### src/rtl/timer_arbiter.sv
// Round-robin owner of a single shift-register width timer: grants one requester,
// pulses timer_start, waits for timer_finish (or a watchdog) and signals done.
module timer_arbiter #(
  parameter int unsigned ID_W       = 2,
  parameter int unsigned CHAR_WIDTH = 20,
  parameter int unsigned TIMEOUT    = 64,
  localparam int unsigned NUM_REQ   = 2 ** ID_W
) (
  input  logic               clock,
  input  logic               reset,
  input  logic [NUM_REQ-1:0] req,
  output logic [NUM_REQ-1:0] grant,
  output logic [ID_W-1:0]    grant_id,
  output logic [NUM_REQ-1:0] done,
  output logic               busy,
  output logic               timeout_err,
  output logic               timer_start,
  input  logic               timer_finish
);

  localparam int unsigned CNT_W = $clog2(TIMEOUT);
  localparam logic [CNT_W-1:0] CNT_LAST = CNT_W'(TIMEOUT - 1);

  if (TIMEOUT <= CHAR_WIDTH) begin : g_bad_timeout
    $error("timer_arbiter: TIMEOUT must exceed CHAR_WIDTH");
  end

  typedef enum logic [1:0] {
    S_IDLE,
    S_START,
    S_WAIT,
    S_DONE
  } state_t;

  state_t             r_state;
  logic [ID_W-1:0]    r_last;
  logic [CNT_W-1:0]   r_cnt;
  logic [NUM_REQ-1:0] r_grant;
  logic [ID_W-1:0]    r_grant_id;
  logic [NUM_REQ-1:0] r_done;
  logic               r_busy;
  logic               r_timeout_err;
  logic               r_timer_start;

  logic               w_found;
  logic [ID_W-1:0]    w_win_id;
  logic [ID_W-1:0]    w_idx;
  logic [NUM_REQ-1:0] w_win_oh;

  // Search upward from last+1, wrapping; the owner that just finished is tried last.
  always_comb begin
    w_found  = 1'b0;
    w_win_id = r_last;
    w_idx    = r_last;
    for (int unsigned i = 1; i <= NUM_REQ; i++) begin
      w_idx = r_last + ID_W'(i);
      if (!w_found && req[w_idx]) begin
        w_found  = 1'b1;
        w_win_id = w_idx;
      end
    end
    w_win_oh = NUM_REQ'(1) << w_win_id;
  end

  // Slot sequencer; every output is a register.
  always_ff @(posedge clock or posedge reset) begin
    if (reset) begin
      r_state       <= S_IDLE;
      r_last        <= ID_W'(NUM_REQ - 1);
      r_cnt         <= '0;
      r_grant       <= '0;
      r_grant_id    <= '0;
      r_done        <= '0;
      r_busy        <= 1'b0;
      r_timeout_err <= 1'b0;
      r_timer_start <= 1'b0;
    end else begin
      r_timer_start <= 1'b0;
      r_done        <= '0;
      r_timeout_err <= 1'b0;
      case (r_state)
        S_IDLE: begin
          if (w_found) begin
            r_grant       <= w_win_oh;
            r_grant_id    <= w_win_id;
            r_busy        <= 1'b1;
            r_timer_start <= 1'b1;
            r_state       <= S_START;
          end
        end
        S_START: begin
          r_cnt   <= '0;
          r_state <= S_WAIT;
        end
        S_WAIT: begin
          if (r_cnt != CNT_LAST) begin
            r_cnt <= r_cnt + CNT_W'(1);
          end
          // A finish seen on the timeout cycle still counts as a clean finish.
          if (timer_finish || (r_cnt == CNT_LAST)) begin
            r_done        <= r_grant;
            r_timeout_err <= ~timer_finish;
            r_grant       <= '0;
            r_state       <= S_DONE;
          end
        end
        S_DONE: begin
          r_busy  <= 1'b0;
          r_last  <= r_grant_id;
          r_state <= S_IDLE;
        end
        default: r_state <= S_IDLE;
      endcase
    end
  end

  assign grant       = r_grant;
  assign grant_id    = r_grant_id;
  assign done        = r_done;
  assign busy        = r_busy;
  assign timeout_err = r_timeout_err;
  assign timer_start = r_timer_start;

endmodule

### config.mk
export PLATFORM = sky130hd
export DESIGN_NAME = timer_arbiter
export DESIGN_NICKNAME = d
export VERILOG_FILES = /design/src/rtl/timer_arbiter.sv
export SDC_FILE = /design/constraint.sdc
export NUM_CORES = 1
export LEC_CHECK = 0
export CAP_MARGIN = 10
export CORE_MARGIN = 10
export CORE_UTILIZATION = 49
export CTS_BUF_LIST = sky130_fd_sc_hd__clkbuf_4
export DETAILED_ROUTE_END_ITERATION = 16
export PLACE_DENSITY_LB_ADDON = 0.12
export SYNTH_ARGS = -nofsm -noshare
export SYNTH_HDL_FRONTEND = slang
export SYNTH_SLANG_ARGS = --single-unit
### constraint.sdc
create_clock -name clock -period 1.6 [get_ports clock]
set_input_delay 0.32 -clock clock [delete_from_list [all_inputs] [get_ports clock]]
set_output_delay 0.32 -clock clock [all_outputs]
set_load 0.01 [all_outputs]
==> results.md <==
* Max_slew headroom at 0.749
* Clk_lat worst skew at 0.30 ns
* Min cycle time layout at 1.63 ns
* Initial antenna violation count at 0
* DR WL/cell at 15.1 µm
* First-pass GRT wire length at 4420 µm
* Die H at 69.3 µm
* Final total power at 2.76 mW
* Vias per cell at 5.29
* # placed instances at 164
* Crit share post-route at 1.02
* Layout Cells excl Fill at 175
* Bufs and invs on worst path at 1
* Synth Register Bits at 23
* Cells after Synth at 99
* Status: finished with violations
* Final Hold Fails at 0
* Clock buffer depth at 2
* Slowest CP cell: dfstp_2
* RSZ-0062 raised after global routing: true
* Crit-path max cell delay at 0.64 ns
* Startpoint types: flip-flop
* Vias in the first global route at 902
* Post-Synthesis Cell Area at 1190 µm²
* Sequential area share after synthesis at 0.485
* VDD IR max at 0.00112 V
* Mean Syn Cell Area at 12.0 µm²
* Yosys warns at 0
* Die area at 4810 µm²
* Yosys cell types at 39
* Share of cells above drive strength 1 at 0.374
* ANT cells at 0
* Worst hold path class: in -> async
* Setup_tns at -0.0899 ns
* Clk sinks at 23
* Initial DRC Count at 23
* Max Freq at 614 MHz
* WL final at 2640 µm
* Worst-margin pin slew at 0.377 ns
* Top Ports at 20
* Buffers on Ports at 19
* Fin. max-slew vios at 0
* Violated checks: negative setup slack
* Clock slew at reported path FFs at 0.12 ns
* Max-Cap Viols at 0
* Most common cell after layout, fill and taps aside: buf_4
* Via count at 925
* Starting Density at 0.529
* Area leader, netlist: dfrtp_1
* Inserted Clock Buffers at 3
* Area Growth Syn to Fin at 41.9%
* Critical Path Start: r_last[1]$_DFFE_PP1P_
* Largest net degree at the start of global routing at 14
* Critical Path Fanout Max at 6
* Most frequent cells in the layout: 27 x buf_4, 21 x dfrtp_1, 14 x clkdlybuf4s50_1
* DP Wirelength at 2000 µm
* Setup Skew at 0.00381 ns
* # setup viols final at 4
* Drc violations at 0
* CP delay by family, top: flip-flops
* Post-synth top area share at 0.441
* RD Place Congestion at 0.818
* Core area at 2250 µm²
* Root Driver: clkbuf_4
* Worst-path cell chain: buf_4, and3b_2, o31ai_4, and3b_1, mux2_4
* Leak at 0.847 nW
* Worst Path Required at 1.80 ns
* Worst EP arrival at 1.83 ns
* Nets at 161
* Reg2Reg Launch Point: r_last[1]$_DFFE_PP1P_
* Global route overflow at 0
* Rows at 17
* TritonCTS clock tree: done
* Total Routing Usage GR at 0.107
* WS Path Type: reg -> reg
* Hold buffers post-CTS at 0
* Top cells by area, synth: dfrtp_1 44%, ha_1 6.3%, dfstp_2 4.4%
* CP endpoint kind: flip-flop
* H-tree Lvls at 1
* Setup WS post-layout at -0.0284 ns
* Die X at 69.3 µm
* DR pass1 iterations at 4
* ANT nets after route at 0
* Syn_nets at 112
* Power Dens Cells at 1630 nW/µm²
[sequential cells by signal, summed over array words and instances (netlist names)]
register and cells:
r_last 2, timer_start 1, timeout_err 1, busy 1
r_cnt 6, grant_id 2, r_state 2, grant 4
done 4
[layer usage]
metal	part of all wire	global-route usage	up-vias
li1	-	-	452
met1	0.47	0.140	457
met2	0.49	0.167	14
met3	0.039	0.0342	2
met4	0.0053	0.0200	0
met5	0	0	-
[Yosys cell counts]
| cell | count |
|---|---|
| a21o_1 | 1 |
| a21oi_1 | 3 |
| a221oi_4 | 1 |
| a22oi_1 | 1 |
| a311oi_1 | 2 |
| a31oi_1 | 2 |
| and2_1 | 4 |
| and2_4 | 1 |
| and3b_1 | 2 |
| and4_1 | 1 |
| and4_4 | 1 |
| buf_2 | 1 |
| buf_6 | 1 |
| dfrtp_1 | 21 |
| dfstp_2 | 2 |
| ha_1 | 6 |
| inv_1 | 5 |
| mux2_1 | 1 |
| mux2_2 | 4 |
| mux2_4 | 2 |
| mux2i_1 | 4 |
| nand2_1 | 5 |
| nand2b_1 | 2 |
| nand3_1 | 2 |
| nand4_1 | 1 |
| nor2_1 | 6 |
| nor2b_1 | 2 |
| nor3_1 | 1 |
| nor3b_1 | 2 |
| nor3b_2 | 1 |
| nor4_1 | 1 |
| o21a_1 | 1 |
| o21ai_0 | 2 |
| o21ai_1 | 2 |
| o21bai_1 | 1 |
| o221a_4 | 1 |
| o31ai_4 | 1 |
| o41ai_2 | 1 |
| or3_1 | 1 |
[area by class of cell]
| cell class | instances | area, µm² |
|---|---|---|
| sequential | 23 | 578 |
| multi-input combinational | 69 | 631 |
| fill | 157 | 563 |
| timing repair buffer | 46 | 402 |
| tap | 28 | 35.0 |
| clock buffer | 3 | 22.5 |
| inverter | 5 | 18.8 |
| clock inverter | 1 | 5.00 |
[kinds of logic after synthesis]
group           synth area share
mux                        0.106
simple gates               0.167
fa+ha+maj                 0.0630
compound gates             0.150
flops                      0.485
buf+inv                   0.0294
[metrics by stage]
stage	setup slack [ns]	area (µm²)	utilization	hold slack, ns
6_report	-0.0284	1690	0.750	0.214
5_1_grt	-0.0980	1690	0.750	0.217
4_1_cts	0.00134	1600	0.710	0.210
3_5_place_dp	-0.314	1550	0.689	0.498
3_3_place_gp	-0.257	1550	0.689	0.479
2_1_floorplan	0.00935	1190	-	0.320
[power breakdown]
part,internal (mW),switching [mW]
clock network,0.0931,0.171
logic,0.885,0.662
registers,0.791,0.160
[repair_timing]
action,in CTS,in global routing
endpoints found under the setup margin,6,14
gates resized for setup,6,10
setup buffers,0,7
endpoints found under the hold margin,0,0
pin swaps,4,1
[worst paths after layout]
check	endpoint	slack, ns	cells past startpoint
worst min-delay path	grant[0]$_DFFE_PP0P_	0.21	2
worst min register to register	grant_id[0]$_DFFE_PP0P_	0.52	2
max in group asynchronous	r_last[0]$_DFFE_PP1P_	0.95	3
worst max-delay path	grant[0]$_DFFE_PP0P_	-0.03	5
worst max register to register	grant[0]$_DFFE_PP0P_	-0.03	5
min in group clock	grant_id[0]$_DFFE_PP0P_	0.52	2
No activity file was read; power rests on OpenSTA's default activity.
